### config.mk
export PLATFORM = sky130hd
export DESIGN_NAME = lcd_bus_decoder_flat
export DESIGN_NICKNAME = d
export VERILOG_FILES = /design/src/rtl/lcd_bus_if.sv /design/src/rtl/lcd_bus_decoder.sv /design/src/flat_wrapper.sv
export SDC_FILE = /design/constraint.sdc
export NUM_CORES = 1
export LEC_CHECK = 0
export CORE_MARGIN = 2
export CORE_UTILIZATION = 45
export CTS_CLUSTER_SIZE = 24
export DETAILED_ROUTE_END_ITERATION = 10
export HOLD_SLACK_MARGIN = 0.08
export PLACE_DENSITY = 0.6
export SLEW_MARGIN = 20
export SYNTH_ARGS = -nofsm -noshare
export SYNTH_HDL_FRONTEND = slang
export SYNTH_SLANG_ARGS = --single-unit
### constraint.sdc
create_clock -name clk -period 7.14 [get_ports clk]
set_clock_uncertainty 0.15 [all_clocks]
set_input_delay 1.428 -clock clk [delete_from_list [all_inputs] [get_ports clk]]
set_output_delay 1.428 -clock clk [all_outputs]
set_load 0.005 [all_outputs]
### src/rtl/lcd_bus_if.sv
// HD44780 4-bit character-LCD bus as seen between the display driver and its observers.
interface lcd_bus_if;
  logic sf_e;
  logic e;
  logic rs;
  logic rw;
  logic d;
  logic c;
  logic b;
  logic a;

  modport master (output sf_e, e, rs, rw, d, c, b, a);
  modport slave  (input  sf_e, e, rs, rw, d, c, b, a);
endinterface

### src/rtl/lcd_bus_decoder.sv
// Passive HD44780 4-bit bus decoder: rebuilds instruction/data bytes from strobed nibbles and
// keeps a 2x16 shadow of the visible DDRAM plus the display-control state.
module lcd_bus_decoder #(
  parameter int         MIN_E_HIGH = 12,
  parameter logic [7:0] BLANK_CHAR = 8'h20
) (
  input  logic       clk,
  input  logic       clr_common,
  lcd_bus_if.slave   bus,
  input  logic [4:0] rd_idx,
  output logic [7:0] rd_char,
  output logic       char_wr,
  output logic [4:0] char_idx,
  output logic [7:0] char_data,
  output logic       cmd_valid,
  output logic [7:0] cmd_byte,
  output logic [6:0] ddram_addr,
  output logic       mode_4bit,
  output logic       disp_on,
  output logic       cursor_on,
  output logic       blink_on,
  output logic       incr,
  output logic       busy,
  output logic [2:0] err
);

  localparam int            CW      = $clog2(MIN_E_HIGH + 1);
  localparam logic [CW-1:0] CNT_MAX = CW'(MIN_E_HIGH);

  typedef enum logic [1:0] {S_8BIT, S_HI, S_LO} state_t;

  // Strobe front end
  logic          e_prev_q;
  logic [CW-1:0] e_cnt_q;
  logic [3:0]    nib_q;
  logic          rs_s_q;
  logic          rw_s_q;
  logic          stb_q;
  logic          glitch_q;
  logic          ovr_q;

  // Decoder state
  state_t     state_q;
  logic [3:0] hi_nib_q;
  logic       hi_rs_q;
  logic [6:0] addr_q;
  logic       cgram_q;
  logic       mode_4bit_q;
  logic       disp_on_q;
  logic       cursor_on_q;
  logic       blink_on_q;
  logic       incr_q;
  logic       busy_q;
  logic [4:0] fill_idx_q;
  logic [2:0] err_q;
  logic       cmd_valid_q;
  logic [7:0] cmd_byte_q;
  logic       char_wr_q;
  logic [4:0] char_idx_q;
  logic [7:0] char_data_q;
  logic [7:0] rd_char_q;

  logic [7:0] shadow_mem [32];

  logic [7:0] byte_d;
  logic       lo_stb_d;
  logic       rs_bad_d;
  logic       exec_d;
  logic       in_ddram_d;
  logic [4:0] wr_idx_d;
  logic       data_wr_d;
  logic [6:0] addr_step_d;

  // Wrap points follow the panel's two-line DDRAM map (0x00-0x27, 0x40-0x67).
  function automatic logic [6:0] step_addr(input logic [6:0] cur, input logic up);
    logic [6:0] nxt;
    if (up) begin
      if (cur == 7'h27 || cur == 7'h3F)      nxt = 7'h40;
      else if (cur == 7'h67 || cur == 7'h7F) nxt = 7'h00;
      else                                   nxt = cur + 7'd1;
    end else begin
      if (cur == 7'h00)      nxt = 7'h67;
      else if (cur == 7'h40) nxt = 7'h27;
      else                   nxt = cur - 7'd1;
    end
    return nxt;
  endfunction

  always_ff @(posedge clk) begin
    if (clr_common) begin
      e_prev_q <= 1'b0;
      e_cnt_q  <= '0;
      nib_q    <= 4'h0;
      rs_s_q   <= 1'b0;
      rw_s_q   <= 1'b0;
      stb_q    <= 1'b0;
      glitch_q <= 1'b0;
      ovr_q    <= 1'b0;
    end else begin
      stb_q    <= 1'b0;
      glitch_q <= 1'b0;
      ovr_q    <= 1'b0;
      if (!bus.sf_e) begin
        e_prev_q <= 1'b0;
        e_cnt_q  <= '0;
      end else begin
        e_prev_q <= bus.e;
        if (bus.e) begin
          if (e_cnt_q != CNT_MAX) e_cnt_q <= e_cnt_q + CW'(1);
          nib_q  <= {bus.d, bus.c, bus.b, bus.a};
          rs_s_q <= bus.rs;
          rw_s_q <= bus.rw;
        end else if (e_prev_q) begin
          e_cnt_q <= '0;
          // Read strobes are busy-flag polls from the driver and never disturb state.
          if (!rw_s_q) begin
            if (e_cnt_q != CNT_MAX) glitch_q <= 1'b1;
            else if (busy_q)        ovr_q    <= 1'b1;
            else                    stb_q    <= 1'b1;
          end
        end
      end
    end
  end

  always_comb begin
    byte_d      = {hi_nib_q, nib_q};
    lo_stb_d    = stb_q && (state_q == S_LO);
    rs_bad_d    = lo_stb_d && (rs_s_q != hi_rs_q);
    exec_d      = lo_stb_d && !rs_bad_d;
    in_ddram_d  = (addr_q[6:4] == 3'b000) || (addr_q[6:4] == 3'b100);
    wr_idx_d    = {addr_q[6], addr_q[3:0]};
    data_wr_d   = exec_d && rs_s_q && !cgram_q && in_ddram_d;
    addr_step_d = step_addr(addr_q, incr_q);
  end

  always_ff @(posedge clk) begin
    if (clr_common) begin
      state_q     <= S_8BIT;
      hi_nib_q    <= 4'h0;
      hi_rs_q     <= 1'b0;
      addr_q      <= 7'h00;
      cgram_q     <= 1'b0;
      mode_4bit_q <= 1'b0;
      disp_on_q   <= 1'b0;
      cursor_on_q <= 1'b0;
      blink_on_q  <= 1'b0;
      incr_q      <= 1'b1;
      busy_q      <= 1'b1;
      fill_idx_q  <= 5'd0;
      err_q       <= 3'b000;
      cmd_valid_q <= 1'b0;
      cmd_byte_q  <= 8'h00;
      char_wr_q   <= 1'b0;
      char_idx_q  <= 5'd0;
      char_data_q <= 8'h00;
    end else begin
      cmd_valid_q <= 1'b0;
      char_wr_q   <= 1'b0;
      err_q       <= err_q | {ovr_q, rs_bad_d, glitch_q};
      if (busy_q) begin
        fill_idx_q <= fill_idx_q + 5'd1;
        if (fill_idx_q == 5'd31) busy_q <= 1'b0;
      end
      if (stb_q) begin
        case (state_q)
          S_8BIT: begin
            if (nib_q == 4'h2) begin
              state_q     <= S_HI;
              mode_4bit_q <= 1'b1;
            end
          end
          S_HI: begin
            hi_nib_q <= nib_q;
            hi_rs_q  <= rs_s_q;
            state_q  <= S_LO;
          end
          S_LO: begin
            state_q <= S_HI;
            if (exec_d && !rs_s_q) begin
              cmd_valid_q <= 1'b1;
              cmd_byte_q  <= byte_d;
              if (byte_d[7]) begin
                addr_q  <= byte_d[6:0];
                cgram_q <= 1'b0;
              end else if (byte_d[6]) begin
                cgram_q <= 1'b1;
              end else if (byte_d[5]) begin
                if (byte_d[4]) begin
                  state_q     <= S_8BIT;
                  mode_4bit_q <= 1'b0;
                end
              end else if (byte_d[4]) begin
                cgram_q <= cgram_q;
              end else if (byte_d[3]) begin
                {disp_on_q, cursor_on_q, blink_on_q} <= byte_d[2:0];
              end else if (byte_d[2]) begin
                incr_q <= byte_d[1];
              end else if (byte_d[1]) begin
                addr_q  <= 7'h00;
                cgram_q <= 1'b0;
              end else if (byte_d[0]) begin
                addr_q     <= 7'h00;
                cgram_q    <= 1'b0;
                incr_q     <= 1'b1;
                busy_q     <= 1'b1;
                fill_idx_q <= 5'd0;
              end
            end else if (exec_d && !cgram_q) begin
              addr_q <= addr_step_d;
              if (in_ddram_d) begin
                char_wr_q   <= 1'b1;
                char_idx_q  <= wr_idx_d;
                char_data_q <= byte_d;
              end
            end
          end
          default: state_q <= S_8BIT;
        endcase
      end
    end
  end

  // Fill and data writes never coincide: strobes are dropped while the fill runs.
  always_ff @(posedge clk) begin
    if (busy_q)         shadow_mem[fill_idx_q] <= BLANK_CHAR;
    else if (data_wr_d) shadow_mem[wr_idx_d]   <= byte_d;
  end

  always_ff @(posedge clk) begin
    if (clr_common) rd_char_q <= 8'h00;
    else            rd_char_q <= shadow_mem[rd_idx];
  end

  assign rd_char    = rd_char_q;
  assign char_wr    = char_wr_q;
  assign char_idx   = char_idx_q;
  assign char_data  = char_data_q;
  assign cmd_valid  = cmd_valid_q;
  assign cmd_byte   = cmd_byte_q;
  assign ddram_addr = addr_q;
  assign mode_4bit  = mode_4bit_q;
  assign disp_on    = disp_on_q;
  assign cursor_on  = cursor_on_q;
  assign blink_on   = blink_on_q;
  assign incr       = incr_q;
  assign busy       = busy_q;
  assign err        = err_q;

endmodule

### src/flat_wrapper.sv
// flat-port wrapper written by rule: the top's interface ports become plain ports
module lcd_bus_decoder_flat 
#(
  parameter int         MIN_E_HIGH = 12,
  parameter logic [7:0] BLANK_CHAR = 8'h20
)
  (clk, clr_common, rd_idx, rd_char, char_wr, char_idx, char_data, cmd_valid, cmd_byte, ddram_addr, mode_4bit, disp_on, cursor_on, blink_on, incr, busy, err, bus_sf_e, bus_e, bus_rs, bus_rw, bus_d, bus_c, bus_b, bus_a);
  lcd_bus_if bus_i ();
  input  logic clk;
  input  logic clr_common;
  input  logic [4:0] rd_idx;
  output logic [7:0] rd_char;
  output logic char_wr;
  output logic [4:0] char_idx;
  output logic [7:0] char_data;
  output logic cmd_valid;
  output logic [7:0] cmd_byte;
  output logic [6:0] ddram_addr;
  output logic mode_4bit;
  output logic disp_on;
  output logic cursor_on;
  output logic blink_on;
  output logic incr;
  output logic busy;
  output logic [2:0] err;
  input wire logic [$bits(bus_i.sf_e)-1:0] bus_sf_e;
  input wire logic [$bits(bus_i.e)-1:0] bus_e;
  input wire logic [$bits(bus_i.rs)-1:0] bus_rs;
  input wire logic [$bits(bus_i.rw)-1:0] bus_rw;
  input wire logic [$bits(bus_i.d)-1:0] bus_d;
  input wire logic [$bits(bus_i.c)-1:0] bus_c;
  input wire logic [$bits(bus_i.b)-1:0] bus_b;
  input wire logic [$bits(bus_i.a)-1:0] bus_a;
  assign bus_i.sf_e = bus_sf_e;
  assign bus_i.e = bus_e;
  assign bus_i.rs = bus_rs;
  assign bus_i.rw = bus_rw;
  assign bus_i.d = bus_d;
  assign bus_i.c = bus_c;
  assign bus_i.b = bus_b;
  assign bus_i.a = bus_a;
  lcd_bus_decoder #(.MIN_E_HIGH(MIN_E_HIGH), .BLANK_CHAR(BLANK_CHAR)) u_core (.clk(clk), .clr_common(clr_common), .bus(bus_i), .rd_idx(rd_idx), .rd_char(rd_char), .char_wr(char_wr), .char_idx(char_idx), .char_data(char_data), .cmd_valid(cmd_valid), .cmd_byte(cmd_byte), .ddram_addr(ddram_addr), .mode_4bit(mode_4bit), .disp_on(disp_on), .cursor_on(cursor_on), .blink_on(blink_on), .incr(incr), .busy(busy), .err(err));
endmodule
==> results of run 1 <==
## through the flow
| step | instances | hold WS (ns) | worst slack, ns | utilization [%] |
|---|---|---|---|---|
| 2_1_floorplan | 859 | 0.2661 | 4.097 | - |
| 6_report | 1327 | 0.2913 | 3.435 | 53.41 |
| 4_1_cts | 1327 | 0.2980 | 3.334 | 53.41 |
| 3_3_place_gp | 1262 | 0.2802 | 3.016 | 49.20 |
| 5_1_grt | 1327 | 0.3215 | 3.083 | 53.41 |
| 3_5_place_dp | 1262 | 0.2851 | 2.985 | 49.20 |
## layout make-up
class / instances / area, µm² / share of cell area [%]
Timing Repair Buffer: 72 / 678.2 / 4.400
Inverter: 11 / 41.29 / 0.2679
Clock inverter: 18 / 240.2 / 1.559
Tap cell: 384 / 480.5 / 3.117
Multi-Input combinational cell: 465 / 3831 / 24.86
Clock buffer: 47 / 973.4 / 6.315
Sequential cell: 330 / 9169 / 59.49
## per-layer routing
layer	vias to the layer above	share of wire, %	GRT usage [%]	routed length (µm)
li1	3454	-	-	-
met5	-	0	0	0
met2	194	48	30.64	13970
met1	3770	45	27.26	12920
met4	0	1.6	4.993	470
met3	33	5.5	3.442	1580
## cells by family after synthesis
group / count (synthesis) / synth area share [%]
flops: 330 / 69.01
simple gates: 235 / 8.354
mux: 88 / 12.72
fa+ha+maj: 6 / 0.5651
xor+xnor: 6 / 0.3956
buf+inv: 64 / 2.194
compound gates: 130 / 6.753
## power by group through the flow
stage / Clock (W) / Sequential [W] / Combinational, W
after global placement: 0 / 0.00212 / 0.000145
final: 0.00190 / 0.00208 / 0.000143
after detailed placement: 0 / 0.00212 / 0.000145
after CTS: 0.00194 / 0.00208 / 0.000146
after floorplan: 0 / 0.00212 / 0.000101
after global routing: 0.00201 / 0.00208 / 0.000155
## cells in the mapped netlist (all sizes together), types with 3 or more instances
cell	count	area (µm²)
a211o	6	52.55
a211oi	4	30.03
a21oi	43	215.2
a22oi	16	120.1
a311oi	3	26.28
a31oi	14	106.4
and2	11	70.07
buf	31	166.4
clkbuf	22	83.83
dfxtp	74	1481
edfxtp	256	7687
ha	6	75.07
inv	11	41.29
mux2	4	45.04
mux2i	20	203.9
mux4	64	1441
nand2	86	322.8
nand2b	8	50.05
nand3	17	85.08
nand3b	4	30.03
nand4	3	18.77
nor2	67	251.5
nor2b	5	31.28
nor3	11	60.06
nor3b	3	22.52
nor4	3	33.78
o21ai	8	40.04
o22ai	6	37.54
o31a	5	47.55
o31ai	4	30.03
or3	3	18.77
xor2	4	35.03
## worst min-delay path, stage by stage, from the launching register on
cell                      delay (ns)
sky130_fd_sc_hd__dfxtp_1        0.30
sky130_fd_sc_hd__nor2_1         0.04
sky130_fd_sc_hd__nor2_1         0.06
## state kept, by name, summed over array words and instances (netlist names), 2 cells and up
register           flops
u_core.shadow_mem    256
u_core.char_data       8
u_core.cmd_byte        8
u_core.rd_char         8
u_core.ddram_addr      7
u_core.char_idx        5
u_core.fill_idx_q      5
u_core.e_cnt_q         4
u_core.hi_nib_q        4
u_core.nib_q           4
u_core.err             3
u_core.state_q         2
## worst max path at each step
| stage | to | slack (ns) | startpoint | depth (start not counted) |
|---|---|---|---|---|
| after global routing | u_core.shadow_mem[11][0] | 3.08 | u_core.stb_q | 5 |
| after global placement | u_core.rd_char[1] | 3.02 | rd_idx[2] | 4 |
| final | u_core.shadow_mem[11][0] | 3.43 | u_core.stb_q | 5 |
| after detailed placement | u_core.rd_char[1] | 2.98 | rd_idx[2] | 4 |
| after CTS | u_core.shadow_mem[11][0] | 3.33 | u_core.stb_q | 5 |
| after floorplan | u_core.rd_char[0] | 4.10 | rd_idx[0] | 5 |
==> results.sh, run 1 <==
export IMPL_worstHoldEndpoint="u_core.err[2]"
export IMPL_clk_insertion_delay_late_ns=0.51
export IMPL_synthesis_nets=880
export IMPL_final_min_clock_period_ns=3.705
export IMPL_setup_repair_after_global_routing_missed_its_margin="false"
export IMPL_relSlewSlack_pct=32.14
export IMPL_grt_antenna_before_repair=0
export IMPL_grt_pass1_wl_um=44780
export IMPL_rr_startpoint="u_core.stb_q"
export IMPL_clock_tree_buffer_depth=3
export IMPL_cts_inserted_buffers=36
export IMPL_worstSetupStartpointType="register"
export IMPL_routed_via_density=5.615
export IMPL_finalWeightedCongestion=0.7680
export IMPL_drt_iter0_markers=602
export IMPL_cts_repair_timing_setup_buffer_count=0
export IMPL_grtUsageTotal_pct=19.13
export IMPL_path_cells="and3b_1, nand3_1, o41ai_1, nand2_1, nor2_1"
export IMPL_critical_path_slowest_cell="sky130_fd_sc_hd__nor2_1"
export IMPL_ys_flop_type="sky130_fd_sc_hd__edfxtp_1"
export IMPL_cts_tree="yes"
export IMPL_nNetsFinal=937
export IMPL_critical_path_max_stage_delay_ns=0.79
export IMPL_cellInternalPower_w=0.003310
export IMPL_comb_power_share_pct=3.5
export IMPL_die_area_um2=30910
export IMPL_worst_path_fanout_max=21
export IMPL_cp_top_family="simple AND/OR/NAND/NOR gates"
export IMPL_routedWlPerCell_um=21.80
export IMPL_worst_hold_path_num_cells=2
export IMPL_timing_setup_critical_path_class="register to register"
export IMPL_swShare_pct=19.73
export IMPL_fraction_of_synthesis_flops_using_an_asynchronous_set_or_reset_pin_pct=0
export IMPL_clock_tree_htree_level_count=2
export IMPL_placement_rows=62
export IMPL_power_switching_w=0.0008133
export IMPL_leakage_nw=4.776
export IMPL_final_antenna_net_count=0
export IMPL_clock_edge_transition_at_the_registers_on_the_reported_setup_and_hold_paths_ns=0.06
export IMPL_syn_cell_area_um2=13290
export IMPL_reg2reg_slack_ns=3.43
export IMPL_power_density_nw_per_um2=267.5
export IMPL_worst_ep_arrival_time_ns=3.68
export IMPL_critical_path_reg2reg_endpoint="u_core.shadow_mem[11][0]"
export IMPL_cts_root_buf="sky130_fd_sc_hd__clkbuf_16"
export IMPL_layout_common_cells="sky130_fd_sc_hd__edfxtp_1, sky130_fd_sc_hd__nand2_1, sky130_fd_sc_hd__dfxtp_1"
export IMPL_timing_fmax_mhz=269.9
export IMPL_die_h_um=175.8
export IMPL_largest_net_degree_at_the_start_of_global_routing=65
export IMPL_postSynthCellCount=859
export IMPL_grt_pass1_vias=7483
export IMPL_drive_gt1_share_pct=15.91
export IMPL_min_path_type="register to register"
export IMPL_pwr_share_seq_pct=50.5
export IMPL_drt_wl_total_um=28930
export IMPL_design_area_um2=15410
export IMPL_floorplan_core_area_um2=28860
export IMPL_report_final_slew_viol_count=0
export IMPL_detailedPlacementHpwl_um=17990
export IMPL_power_total_w=0.004123
export IMPL_crit_required_ns=7.12
export IMPL_finalSetupTns_ns=0
export IMPL_io_buffers=61
export IMPL_cap_viol_max_count=0
export IMPL_worst_min_delay_path_startpoint="u_core.ovr_q"
export IMPL_place_area_um2=14200
export IMPL_ys_warn_count=0
export IMPL_timing_final_hold_violations=0
export IMPL_worstSetupEndpointType="register"
export IMPL_antenna_cells=0
export IMPL_filler_cell_count=2393
export IMPL_remaining_drc_errors=0
export IMPL_outcome="finished, final reports clean"
export IMPL_seq_area_frac_synth_pct=69.01
export IMPL_clockPowerShare_pct=46.0
export IMPL_vdd_ir_drop_worst_v=0.0001368
export IMPL_number_of_enable_flip_flop_cells_after_synthesis=256
export IMPL_ios=62
export IMPL_floorplan_initialDensity_pct=46.04
export IMPL_worst_tran_pin_value_ns=1.018
export IMPL_mostFrequentLayoutCell="sky130_fd_sc_hd__edfxtp_1"
export IMPL_cts_resized=0
export IMPL_routed_via_count=7451
export IMPL_critPathBufInv=0
export IMPL_syn_mean_instance_area_um2=15.47
export IMPL_fp_dieW_um=175.8
export IMPL_hold_buffers=0
export IMPL_total_global_routing_overflow=0
export IMPL_number_of_flip_flops_and_latches_in_the_synthesized_netlist=330
export IMPL_synthToLayoutAreaGrowth_pct=16.02
export IMPL_numClockSinks=330
export IMPL_drt_pass1_iter_count=5
export IMPL_reg2reg_depth=5
export IMPL_final_setup_violation_count=0
export IMPL_synth_distinct_cells=69
export IMPL_layout_worst_path_cycle_share_pct=51.89
Note: power is estimated with default switching activity, not from simulation.
==> run 2: changes to the inputs <==
==> constraint.sdc (replaced) <==
create_clock -name clk -period 3.41 [get_ports clk]
set_clock_uncertainty 0.15 [all_clocks]
set_input_delay 0.682 -clock clk [delete_from_list [all_inputs] [get_ports clk]]
set_output_delay 0.682 -clock clk [all_outputs]
set_load 0.005 [all_outputs]
==> run 2 against run 1 <==
- global-route usage grew 0.28 points
- non-clock buffer count increased by 40
- sequential share of layout area down 0.48 points
- sequential power up 110%
- routed wire length grew 1.1%
- register-to-register slack worse by 2.9 ns
- first-iteration DRC count is 16% higher
- setup slack worse by 2.9 ns
- count of clock-buffer cells in the layout is 6 lower
- clock power rose by 82%
- sequential cell count is the same
- largest cell class unchanged
- highest routed layer unchanged
==> results.sh, run 2 (synthesized netlist as in run 1, its figures left out) <==
export IMPL_ios=62
export IMPL_relSlewSlack_pct=46.95
export IMPL_critical_path_max_stage_delay_ns=0.61
export IMPL_detailedPlacementHpwl_um=19400
export IMPL_dp_worst_setup_slack_ns=0.5507
export IMPL_placement_rows=62
export IMPL_finalSetupTns_ns=0
export IMPL_layout_common_cells="sky130_fd_sc_hd__edfxtp_1, sky130_fd_sc_hd__nand2_1, sky130_fd_sc_hd__dfxtp_1"
export IMPL_rr_startpoint="u_core.stb_q"
export IMPL_finalWeightedCongestion=0.8129
export IMPL_worstSetupEndpointType="register"
export IMPL_worst_tran_pin_value_ns=0.7928
export IMPL_power_total_w=0.008126
export IMPL_critical_path_depth=6
export IMPL_routed_via_count=7549
export IMPL_crit_start="u_core.stb_q"
export IMPL_grtUsageTotal_pct=19.41
export IMPL_drt_pass1_iter_count=7
export IMPL_routed_via_density=5.559
export IMPL_largest_register="u_core.shadow_mem"
export IMPL_cp_top_family="simple AND/OR/NAND/NOR gates"
export IMPL_nNetsFinal=976
export IMPL_largest_net_degree_at_the_start_of_global_routing=37
export IMPL_layout_worst_path_cycle_share_pct=84.23
export IMPL_clk_insertion_delay_late_ns=0.50
export IMPL_cp_endpoint="u_core.shadow_mem[7][7]"
export IMPL_final_antenna_net_count=0
export IMPL_worst_path_fanout_max=8
export IMPL_path_cells="and3b_1, buf_4, nand3_1, o41ai_1, nand2_1, nor2_1"
export IMPL_floorplan_core_area_um2=28860
export IMPL_io_buffers=61
export IMPL_clock_edge_transition_at_the_registers_on_the_reported_setup_and_hold_paths_ns=0.06
export IMPL_critPathBufInv=1
export IMPL_place_area_um2=14520
export IMPL_cap_viol_max_count=0
export IMPL_hold_buffers=0
export IMPL_outcome="finished, final reports clean"
export IMPL_timing_final_ws_setup_ns=0.5377
export IMPL_worst_ep_arrival_time_ns=2.86
export IMPL_reg2reg_slack_ns=0.54
export IMPL_worstSetupStartpointType="register"
export IMPL_design_area_um2=15540
export IMPL_final_min_clock_period_ns=2.872
export IMPL_timing_setup_critical_path_class="register to register"
export IMPL_setup_repair_after_global_routing_missed_its_margin="false"
export IMPL_min_path_type="register to register"
export IMPL_power_density_nw_per_um2=522.9
export IMPL_grt_pass1_vias=7669
export IMPL_report_final_slew_viol_count=0
export IMPL_critical_path_slowest_cell="sky130_fd_sc_hd__nor2_1"
export IMPL_cts_resized=0
export IMPL_cts_repair_timing_setup_buffer_count=0
export IMPL_reg2reg_depth=6
export IMPL_timing_fmax_mhz=348.2
export IMPL_grt_antenna_before_repair=0
export IMPL_crit_required_ns=3.40
export IMPL_die_h_um=175.8
export IMPL_total_global_routing_overflow=0
export IMPL_critical_path_reg2reg_endpoint="u_core.shadow_mem[7][7]"
export IMPL_vdd_ir_drop_worst_v=0.0003193
export IMPL_synthToLayoutAreaGrowth_pct=16.97
export IMPL_leakage_nw=4.901
export IMPL_grt_pass1_wl_um=45620
export IMPL_clock_tree_buffer_depth=3
export IMPL_final_setup_violation_count=0
export IMPL_antenna_cells=0
export IMPL_remaining_drc_errors=0
export IMPL_cts_root_buf="sky130_fd_sc_hd__clkbuf_16"
export IMPL_mostFrequentLayoutCell="sky130_fd_sc_hd__edfxtp_1"
export IMPL_floorplan_initialDensity_pct=46.04
export IMPL_drive_gt1_share_pct=18.28
export IMPL_drt_wl_total_um=29270
export IMPL_timing_final_hold_violations=0
export IMPL_routedWlPerCell_um=21.55
export IMPL_largest_register_ff_count=256
export IMPL_cts_inserted_buffers=35
export IMPL_numClockSinks=330
export IMPL_drt_iter0_markers=698
export IMPL_cts_tree="yes"
export IMPL_filler_cell_count=2376
export IMPL_clock_tree_htree_level_count=2
export IMPL_die_area_um2=30910
export IMPL_fp_dieW_um=175.8
[run 2: power breakdown]
| group | switching (W) | internal [W] | leakage [nW] |
|---|---|---|---|
| Combinational | 0.000177 | 0.000141 | 1.66 |
| Sequential | 0.0000245 | 0.00433 | 2.74 |
| Clock | 0.00144 | 0.00202 | 0.497 |
| Total | 0.00164 | 0.00649 | 4.90 |
[run 2: worst min-delay path, delay by kind of cell (launching register included)]
family / cells / cell delay [ns]
flip-flops: 1 / 0.31
AND/OR/NAND/NOR: 2 / 0.11
[run 2: routing by layer]
metal	track usage (%)	vias to the layer above	routed length, µm
met4	5.200	0	612
met1	27.50	3806	13230
met3	3.160	52	1377
li1	-	3507	-
met2	31.45	184	14050
met5	0	-	0
[run 2: worst min path at each step]
stage          slack, ns            endpoint               start  cells past startpoint
2_1_floorplan       0.27       u_core.err[0]     u_core.glitch_q                      2
3_3_place_gp        0.28       u_core.err[2]        u_core.ovr_q                      2
3_5_place_dp        0.29       u_core.err[2]        u_core.ovr_q                      2
4_1_cts             0.31  u_core.cmd_byte[1]  u_core.cmd_byte[1]                      2
5_1_grt             0.32  u_core.cmd_byte[2]  u_core.cmd_byte[2]                      2
6_report            0.30       u_core.err[0]     u_core.glitch_q                      2
[run 2: per-stage QoR]
stage,util (%),cells,hold slack (ns)
floorplan,-,859,0.2661
global placement,50.33,1302,0.2808
detailed placement,50.33,1302,0.2866
CTS,53.85,1358,0.3067
global route,53.85,1358,0.3181
finish,53.85,1358,0.3003
[run 2: final cells by class]
cell class                      instances  area (µm²)  area share, %
Sequential cell                       330        9169          59.00
Multi-Input combinational cell        465        3825          24.61
Timing Repair Buffer                  112        1008          6.490
Clock buffer                           41       898.4          5.781
Tap cell                              384       480.5          3.092
Clock inverter                         15       117.6         0.7568
Inverter                               11       41.29         0.2657
==> run 3: changes to the inputs <==
--- a/config.mk
+++ b/config.mk
@@ -10,7 +10,7 @@
 export CTS_CLUSTER_SIZE = 24
 export DETAILED_ROUTE_END_ITERATION = 10
 export HOLD_SLACK_MARGIN = 0.08
-export PLACE_DENSITY = 0.6
+export PLACE_DENSITY = 0.63
 export SLEW_MARGIN = 20
 export SYNTH_ARGS = -nofsm -noshare
 export SYNTH_HDL_FRONTEND = slang
==> constraint.sdc (replaced) <==
create_clock -name clk -period 2.34 [get_ports clk]
set_clock_uncertainty 0.15 [all_clocks]
set_input_delay 0.468 -clock clk [delete_from_list [all_inputs] [get_ports clk]]
set_output_delay 0.468 -clock clk [all_outputs]
set_load 0.005 [all_outputs]
==> run 3 against run 2 <==
- clock power up 62%
- global-route usage up 0.81 points
- cell count up 4.6%
- die area unchanged
- count of clock-buffer cells in the layout up 18
- setup slack worse by 0.49 ns
- non-clock buffer count up 52
- register-to-register slack worse by 0.49 ns
- fmax up 26%
- largest power group unchanged
- sequential cell count unchanged
==> results.sh, run 3 (synthesized netlist as in run 1, its figures left out) <==
export IMPL_outcome="finished, final reports clean"
export IMPL_floorplan_initialDensity_pct=46.04
export IMPL_swShare_pct=20.19
export IMPL_nNetsFinal=1029
export IMPL_leakage_nw=5.319
export IMPL_grt_antenna_before_repair=0
export IMPL_finalWeightedCongestion=0.8626
export IMPL_timing_setup_critical_path_class="register to register"
export IMPL_power_switching_w=0.002520
export IMPL_final_setup_violation_count=0
export IMPL_sequential_cell_area_um2=9175
export IMPL_ios=62
export IMPL_layout_worst_path_cycle_share_pct=97.79
export IMPL_drive_gt1_share_pct=27.03
export IMPL_worst_ep_arrival_time_ns=2.41
export IMPL_min_path_type="input pin to register"
export IMPL_worstSetupEndpointType="register"
export IMPL_timing_fmax_mhz=437.0
export IMPL_pwr_share_seq_pct=50.9
export IMPL_drt_pass1_iter_count=5
export IMPL_power_density_nw_per_um2=757.7
export IMPL_finalSetupTns_ns=0
export IMPL_largest_register="u_core.shadow_mem"
export IMPL_filler_cell_count=2311
export IMPL_place_area_um2=15110
export IMPL_routedWlPerCell_um=21.39
export IMPL_cts_inserted_buffers=36
export IMPL_fp_dieW_um=175.8
export IMPL_dp_worst_setup_slack_ns=-0.08796
export IMPL_detailedPlacementHpwl_um=19970
export IMPL_synthToLayoutAreaGrowth_pct=23.94
export IMPL_largest_net_degree_at_the_start_of_global_routing=33
export IMPL_finish_utilization_pct=57.06
export IMPL_grt_pass1_vias=7977
export IMPL_crit_required_ns=2.46
export IMPL_clockPowerShare_pct=44.8
export IMPL_cellInternalPower_w=0.009957
export IMPL_clock_tree_htree_level_count=2
export IMPL_timing_final_hold_violations=0
export IMPL_layout_cells_non_filler=1420
export IMPL_numClockSinks=330
export IMPL_remaining_drc_errors=0
export IMPL_comb_power_share_pct=4.3
export IMPL_final_antenna_net_count=0
export IMPL_timing_final_ws_setup_ns=0.05160
export IMPL_setup_repair_after_global_routing_missed_its_margin="true"
export IMPL_die_h_um=175.8
export IMPL_grt_pass1_wl_um=47500
export IMPL_clock_tree_buffer_depth=3
export IMPL_vdd_ir_drop_worst_v=0.0006034
export IMPL_hold_buffers=0
export IMPL_clk_insertion_delay_late_ns=0.51
export IMPL_cts_root_buf="sky130_fd_sc_hd__clkbuf_16"
export IMPL_antenna_cells=0
export IMPL_largest_register_ff_count=256
export IMPL_worst_path_fanout_max=8
export IMPL_io_buffers=61
export IMPL_relSlewSlack_pct=37.05
export IMPL_worst_tran_pin_value_ns=0.9363
export IMPL_layout_common_cells="sky130_fd_sc_hd__edfxtp_1, sky130_fd_sc_hd__nand2_1, sky130_fd_sc_hd__buf_4"
export IMPL_drt_iter0_markers=764
export IMPL_routed_via_count=7906
export IMPL_floorplan_core_area_um2=28860
export IMPL_final_min_clock_period_ns=2.288
export IMPL_placement_rows=62
export IMPL_grtUsageTotal_pct=20.22
export IMPL_multiInputGateArea_um2=3960
export IMPL_die_area_um2=30910
export IMPL_mostFrequentLayoutCell="sky130_fd_sc_hd__edfxtp_1"
export IMPL_cap_viol_max_count=0
export IMPL_drt_wl_total_um=30380
export IMPL_report_final_slew_viol_count=0
export IMPL_worstSetupStartpointType="register"
export IMPL_cts_tree="yes"
export IMPL_total_global_routing_overflow=0
export IMPL_routed_via_density=5.568
export IMPL_dp_cells=1352
export IMPL_design_area_um2=16470
export IMPL_clock_edge_transition_at_the_registers_on_the_reported_setup_and_hold_paths_ns=0.06
run 3: changes by cell type in the layout (fill, tap and decap cells not counted), sizes merged:
cell / change
buf: +52
clkbuf: +18
inv: +1
bufinv: -1
clkinv: -8
run 3: worst max-delay path: stages, from the launching register on:
cell	delay, ns
sky130_fd_sc_hd__dfxtp_1	0.30
sky130_fd_sc_hd__and3b_1	0.27
sky130_fd_sc_hd__and4b_2	0.32
sky130_fd_sc_hd__buf_4	0.13
sky130_fd_sc_hd__mux2_2	0.39
sky130_fd_sc_hd__nand2_1	0.22
sky130_fd_sc_hd__nor2_1	0.08
sky130_fd_sc_hd__buf_4	0.18
run 3: final timing paths:
| path | slack, ns | cells after the start | end | start |
|---|---|---|---|---|
| worst max-delay path | 0.05 | 7 | u_core.shadow_mem[10][5] | u_core.state_q[0] |
| worst min-delay path | 0.23 | 2 | u_core.err[1] | clr_common |
| worst max register to register | 0.05 | 7 | u_core.shadow_mem[10][5] | u_core.state_q[0] |
| worst min register to register | 0.30 | 2 | u_core.char_data[0] | u_core.char_data[0] |
run 3: power by group through the flow:
| stage | logic, W | registers, W | clock network, W |
|---|---|---|---|
| detailed placement | 0.000527 | 0.00647 | 0 |
| floorplan | 0.000313 | 0.00646 | 0 |
| finish | 0.000542 | 0.00635 | 0.00559 |
| global route | 0.000585 | 0.00635 | 0.00594 |
| global placement | 0.000523 | 0.00647 | 0 |
| CTS | 0.000532 | 0.00635 | 0.00571 |
run 3: final cells by class:
type	instances	share of cell area, %
clock buffer	59	6.786
clock inverter	7	0.4255
inverter	11	0.2508
multi-input combinational	465	24.05
sequential	330	55.72
tap	384	2.918
timing repair buffer	164	9.848
run 3: metrics by stage:
step / hold WS [ns] / power [W]
after floorplan: 0.2661 / 0.006771
after global placement: 0.2791 / 0.006992
after detailed placement: 0.2902 / 0.006997
after CTS: 0.2108 / 0.01258
after global routing: 0.2326 / 0.01287
final: 0.2346 / 0.01248
run 3: metal layers:
layer	vias to the layer above	routed length, µm	GRT usage, %
met5	-	0	0
met4	0	835	6.749
met3	60	1595	3.593
met2	202	14100	31.55
met1	4003	13850	28.97
li1	3641	-	-
run 3: what timing repair did:
action,CTS,global route
gates cloned,0,0
endpoints found under the hold margin,0,0
resized for setup,6,38
endpoints found under the setup margin,80,225
pin swaps,1,3
setup buffers,0,2
==> RTL change 1 (config.mk and constraints of run 3) <==
`MIN_E_HIGH` is set to 12 in 2 places; all go to 24.
--- a/src/rtl/lcd_bus_decoder.sv
+++ b/src/rtl/lcd_bus_decoder.sv
@@ -2,5 +2,5 @@
 // keeps a 2x16 shadow of the visible DDRAM plus the display-control state.
 module lcd_bus_decoder #(
-  parameter int         MIN_E_HIGH = 12,
+  parameter int         MIN_E_HIGH = 24,
   parameter logic [7:0] BLANK_CHAR = 8'h20
 ) (
--- a/src/flat_wrapper.sv
+++ b/src/flat_wrapper.sv
@@ -2,5 +2,5 @@
 module lcd_bus_decoder_flat 
 #(
-  parameter int         MIN_E_HIGH = 12,
+  parameter int         MIN_E_HIGH = 24,
   parameter logic [7:0] BLANK_CHAR = 8'h20
 )
Formal check against the unedited RTL: no difference found for any inputs over 4 cycles, from zero or initial values; that may be too few to reach the edited logic, so the function may still have changed.
==> RTL change 1 against run 3 <==
Routed wire length rose by 2.8%; synthesized area rose by 1.5%; total power fell by 1.5%; largest power group unchanged; worst setup slack worse by 0.024 ns; sequential share of layout area is 0.14 points lower; cell area grew 0.43%; highest routed layer unchanged; combinational power grew 3%; sequential cell count rose by 1; fmax is 1.0% lower; sequential power about the same.
==> RTL change 1: results (changes against run 3) <==
Pre-CTS WS: -0.1977 ns (was -0.08796 ns)
Total detailed-routing wirelength: 31230 um (was 30380 um)
Worst-path cell with the longest stage delay: sky130_fd_sc_hd__and4bb_2 (was sky130_fd_sc_hd__mux2_2)
Result of the run: finished clean (unchanged)
Internal power: 0.009790 W (was 0.009957 W)
Post-DP HPWL: 20730 um (was 19970 um)
Crit path largest cell delay: 0.33 ns (was 0.39 ns)
Post-synthesis sequential area ratio: 68.13% (was 69.01%)
NetSw: 0.002500 W (was 0.002520 W)
Worst VDD drop: 445.4 uV (was 603.4 uV)
Synth Net Count: 869 (was 880)
Tot GR Track Use: 20.50% (was 20.22%)
Actual slew at the worst max-slew pin: 0.5856 ns (was 0.9363 ns)
Largest net degree at the start of global routing: 39 (was 33)
Post-Place Cell Area: 15230 sq um (was 15110 sq um)
GR met1 Demand/Resource: 27.16% (was 28.97%)
Number of placed instances, taps included: 1351 (was 1352)
Biggest area contributors in the synthesized netlist: sky130_fd_sc_hd__edfxtp_1 (57%), sky130_fd_sc_hd__dfxtp_1 (11%), sky130_fd_sc_hd__mux4_2 (9.5%), sky130_fd_sc_hd__nor2_1 (2.6%), sky130_fd_sc_hd__mux2i_1 (2.5%) (was sky130_fd_sc_hd__edfxtp_1 (58%), sky130_fd_sc_hd__dfxtp_1 (11%), sky130_fd_sc_hd__mux4_2 (11%), sky130_fd_sc_hd__nand2_1 (2.4%), sky130_fd_sc_hd__nor2_1 (1.9%))
Leakage power total: 5.821 nW (was 5.319 nW)
Critical Path Fanout Max: 11 (was 8)
Via count of the first global-routing pass: 8089 (was 7977)
Average via count per standard cell: 5.550 (was 5.568)
Final-stage net count: 1020 (was 1029)
Number of filler cells placed in the layout: 2328 (was 2311)
Synth cell types: 71 (was 69)
Mean routed wirelength per cell: 22.05 um (was 21.39 um)
Share of post-route cells with drive strength above 1: 25.24% (was 27.03%)
Length of routed wiring on met1: 13250 um (was 13850 um)
==> RTL change 1: changes by cell type in the layout (fill, tap and decap cells not counted), sizes merged, moves of 4 or more <==
cell,change
clkinv,+7
a21oi,-12
nor3,-4
clkbuf,-10
nor2,+25
mux2i,+14
o22ai,+5
nand2,-33
==> RTL change 1: final timing paths <==
path / startpoint / slack [ns] / depth (start not counted) / endpoint
hold reg to reg: u_core.ovr_q$_SDFF_PP0_ / 0.29 / 2 / u_core.err[2]$_SDFF_PP0_
hold / removal: clr_common / 0.16 / 2 / u_core.e_prev_q$_SDFF_PP0_
setup / recovery: u_core.state_q[0]$_SDFFE_PP0P_ / 0.03 / 7 / u_core.shadow_mem[2][5]$_DFFE_PP_
setup reg to reg: u_core.state_q[0]$_SDFFE_PP0P_ / 0.03 / 7 / u_core.shadow_mem[2][5]$_DFFE_PP_
==> RTL change 1: layout make-up <==
cell class,count,share of cell area (%)
clock inverters,16,0.9987
flip-flops and latches,331,55.58
repair buffers,165,9.874
multi-input cells,454,24.58
clock buffers,49,5.765
inverters,11,0.2497
well taps,390,2.951
==> RTL change 1: worst max-delay path, delay by kind of cell (launching register included) <==
family | cells | cell delay [ns]
mux | 1 | 0.29
flops | 1 | 0.31
simple gates | 4 | 0.94
buf+inv | 2 | 0.32
==> RTL change 1: kinds of logic (layout without fill, tap and decap cells) <==
family,after synthesis,after routing,share of synthesized area [%]
XOR/XNOR,7,7,0.4546
flip-flops,331,331,68.13
buffers and inverters,63,241,2.913
AND/OR/NAND/NOR,222,222,7.904
AO/OA/AOI/OAI,120,120,6.531
adder cells (fa/ha/maj),6,6,0.5566
multiplexers,99,99,13.52
==> RTL change 1: repair_timing <==
action	4_1_cts	5_1_grt
setup endpoints to repair	225	243
cloned	0	0
buffers inserted	0	0
gates resized for setup	11	40
pin swaps	1	2
==> RTL change 2 (settings of run 3) <==
Without the edit above. Register the inputs `clr_common` and `rd_idx` before use, without a reset. The logic sees them one clock later. The other inputs are not delayed to match.
--- a/src/rtl/lcd_bus_decoder.sv
+++ b/src/rtl/lcd_bus_decoder.sv
@@ -30,4 +30,12 @@
   typedef enum logic [1:0] {S_8BIT, S_HI, S_LO} state_t;
 
+  logic clr_common_q;
+  logic [4:0] rd_idx_q;
+
+  always_ff @(posedge clk) begin
+    clr_common_q <= clr_common;
+    rd_idx_q     <= rd_idx;
+  end
+
   // Strobe front end
   logic          e_prev_q;
@@ -88,5 +96,5 @@
 
   always_ff @(posedge clk) begin
-    if (clr_common) begin
+    if (clr_common_q) begin
       e_prev_q <= 1'b0;
       e_cnt_q  <= '0;
@@ -136,5 +144,5 @@
 
   always_ff @(posedge clk) begin
-    if (clr_common) begin
+    if (clr_common_q) begin
       state_q     <= S_8BIT;
       hi_nib_q    <= 4'h0;
@@ -229,6 +237,6 @@
 
   always_ff @(posedge clk) begin
-    if (clr_common) rd_char_q <= 8'h00;
-    else            rd_char_q <= shadow_mem[rd_idx];
+    if (clr_common_q) rd_char_q <= 8'h00;
+    else            rd_char_q <= shadow_mem[rd_idx_q];
   end
 
Check against the original RTL: not equivalent (Yosys sat finds a counterexample within 4 cycles, from zero or initial values).
==> RTL change 2 against run 3 <==
Synthesized area up 1.2%; sequential cell count up 6; highest routed layer unchanged; critical path depth down 5; critical path type is now reg2out; worst hold slack better by 0.011 ns; sequential power up 2%; worst setup slack worse by 0.0065 ns; cell area down 1.0%; clock power up 0.9%; total power up 0.26%; routed wire length down 0.58%.
==> RTL change 2: results (changes against run 3) <==
Ranking of synthesized cells by instance count: sky130_fd_sc_hd__edfxtp_1 (256), sky130_fd_sc_hd__dfxtp_1 (80), sky130_fd_sc_hd__nor2_1 (75), sky130_fd_sc_hd__nand2_1 (65), sky130_fd_sc_hd__mux4_2 (64) (was sky130_fd_sc_hd__edfxtp_1 (256), sky130_fd_sc_hd__nand2_1 (86), sky130_fd_sc_hd__dfxtp_1 (74), sky130_fd_sc_hd__nor2_1 (67), sky130_fd_sc_hd__mux4_2 (64))
Mean routed wirelength per cell: 21.39 um (about the same)
Number of filler cells placed in the layout: 2373 (was 2311)
Leakage power total: 6.069 nW (was 5.319 nW)
Via Count: 7897 (was 7906)
Tot GR Track Use: 19.74% (was 20.22%)
Worst reg2reg path depth: 5 (was 7)
DR iter-0 viols: 773 (was 764)
Global-route wire length before repair: 46370 um (was 47500 um)
Biggest area contributors in the synthesized netlist: sky130_fd_sc_hd__edfxtp_1 (57%), sky130_fd_sc_hd__dfxtp_1 (12%), sky130_fd_sc_hd__mux4_2 (11%), sky130_fd_sc_hd__nor2_1 (2.1%), sky130_fd_sc_hd__nand2_1 (1.8%) (was sky130_fd_sc_hd__edfxtp_1 (58%), sky130_fd_sc_hd__dfxtp_1 (11%), sky130_fd_sc_hd__mux4_2 (11%), sky130_fd_sc_hd__nand2_1 (2.4%), sky130_fd_sc_hd__nor2_1 (1.9%))
Largest net degree at the start of global routing: 40 (was 33)
Number of placed instances, taps included: 1347 (was 1352)
Result of the run: finished clean (unchanged)
Via count of the first global-routing pass: 7807 (was 7977)
Post-synthesis sequential area ratio: 69.12% (was 69.01%)
Number of instances on the worst hold path: 1 (was 2)
Post-route non-filler standard cell count: 1412 (was 1420)
Pre-CTS WS: 0.06345 ns (was -0.08796 ns)
Final worst hold slack: 0.2458 ns (was 0.2346 ns)
Post-DP HPWL: 19510 um (was 19970 um)
Worst setup slack for register-to-register paths: 0.07 ns (was 0.05 ns)
Relative slew slack: 60.55% (was 37.05%)
Share of the cycle needed by the critical path after routing: 98.07% (was 97.79%)
NetSw: 0.002515 W (was 0.002520 W)
Number of iterations in the first detailed-routing pass: 7 (was 5)
Final-stage net count: 1016 (was 1029)
Share of post-route cells with drive strength above 1: 22.90% (was 27.03%)
Arrival time worst endpoint: 1.68 ns (was 2.41 ns)
RTL change 2: cell types whose count changed in the layout (fill, tap and decap cells not counted), sizes merged, moves of 5 or more:
cell / run 3 / this run
nand2: 86 / 66
dfxtp: 74 / 80
clkbuf: 59 / 54
buf: 106 / 96
nor2: 67 / 75
o21ai: 8 / 2
RTL change 2: repair_timing:
| action | 4_1_cts | 5_1_grt |
|---|---|---|
| pin swaps | 0 | 0 |
| endpoints found under the setup margin | 1 | 42 |
| gates resized for setup | 1 | 3 |
| hold buffers | 0 | 0 |
RTL change 2: layer usage:
| metal | up-vias | share of wire [%] | GRT usage [%] |
|---|---|---|---|
| li1 | 3608 | - | - |
| met1 | 3959 | 43 | 27.35 |
| met2 | 287 | 48 | 32.23 |
| met3 | 43 | 6.9 | 3.802 |
| met4 | 0 | 1.9 | 5.131 |
| met5 | - | 0 | 0 |
RTL change 2: area by class of cell:
cell class,count,area (sq um),share of cell area [%]
Timing Repair Buffer,157,1456,8.935
Tap cell,390,488.0,2.994
Clock inverter,11,143.9,0.8828
Multi-Input combinational cell,454,3844,23.58
Inverter,10,37.54,0.2303
Clock buffer,54,1030,6.318
Sequential cell,336,9300,57.06
RTL change 2: critical path: stages, from the launching register on:
cell and delay [ns]:
sky130_fd_sc_hd__dfxtp_2 0.42, sky130_fd_sc_hd__buf_4 0.23, sky130_fd_sc_hd__clkdlybuf4s50_1 0.52
RTL change 2: logic make-up after synthesis:
kind of cell	count (synthesis)	synth area share, %
DFF	336	69.12
and+or+nand+nor	223	8.016
AOI/OAI and AO/OA	134	7.225
muxes	85	12.31
buffers and inverters	64	2.383
xor gates and xnor gates	6	0.3910
adders and majority gates	6	0.5586
RTL change 2: power groups by stage:
stage,Sequential [W],Clock (W),Combinational [W]
6_report,0.00645,0.00564,0.000423
5_1_grt,0.00646,0.00596,0.000454
4_1_cts,0.00645,0.00574,0.000426
3_5_place_dp,0.00658,0,0.000423
3_3_place_gp,0.00658,0,0.000420
2_1_floorplan,0.00655,0,0.000274
RTL change 2: path summary, 6_finish.rpt:
| kind | startpoint | to |
|---|---|---|
| worst max-delay path | u_core.ddram_addr[2]$_SDFFE_PP0P_ | ddram_addr[2] |
| worst min-delay path | rd_idx[0] | u_core.rd_idx_q[0]$_DFF_P_ |
| worst max register to register | u_core.state_q[0]$_SDFFE_PP0P_ | u_core.shadow_mem[22][3]$_DFFE_PP_ |
| worst min register to register | u_core.glitch_q$_SDFF_PP0_ | u_core.err[0]$_SDFF_PP0_ |
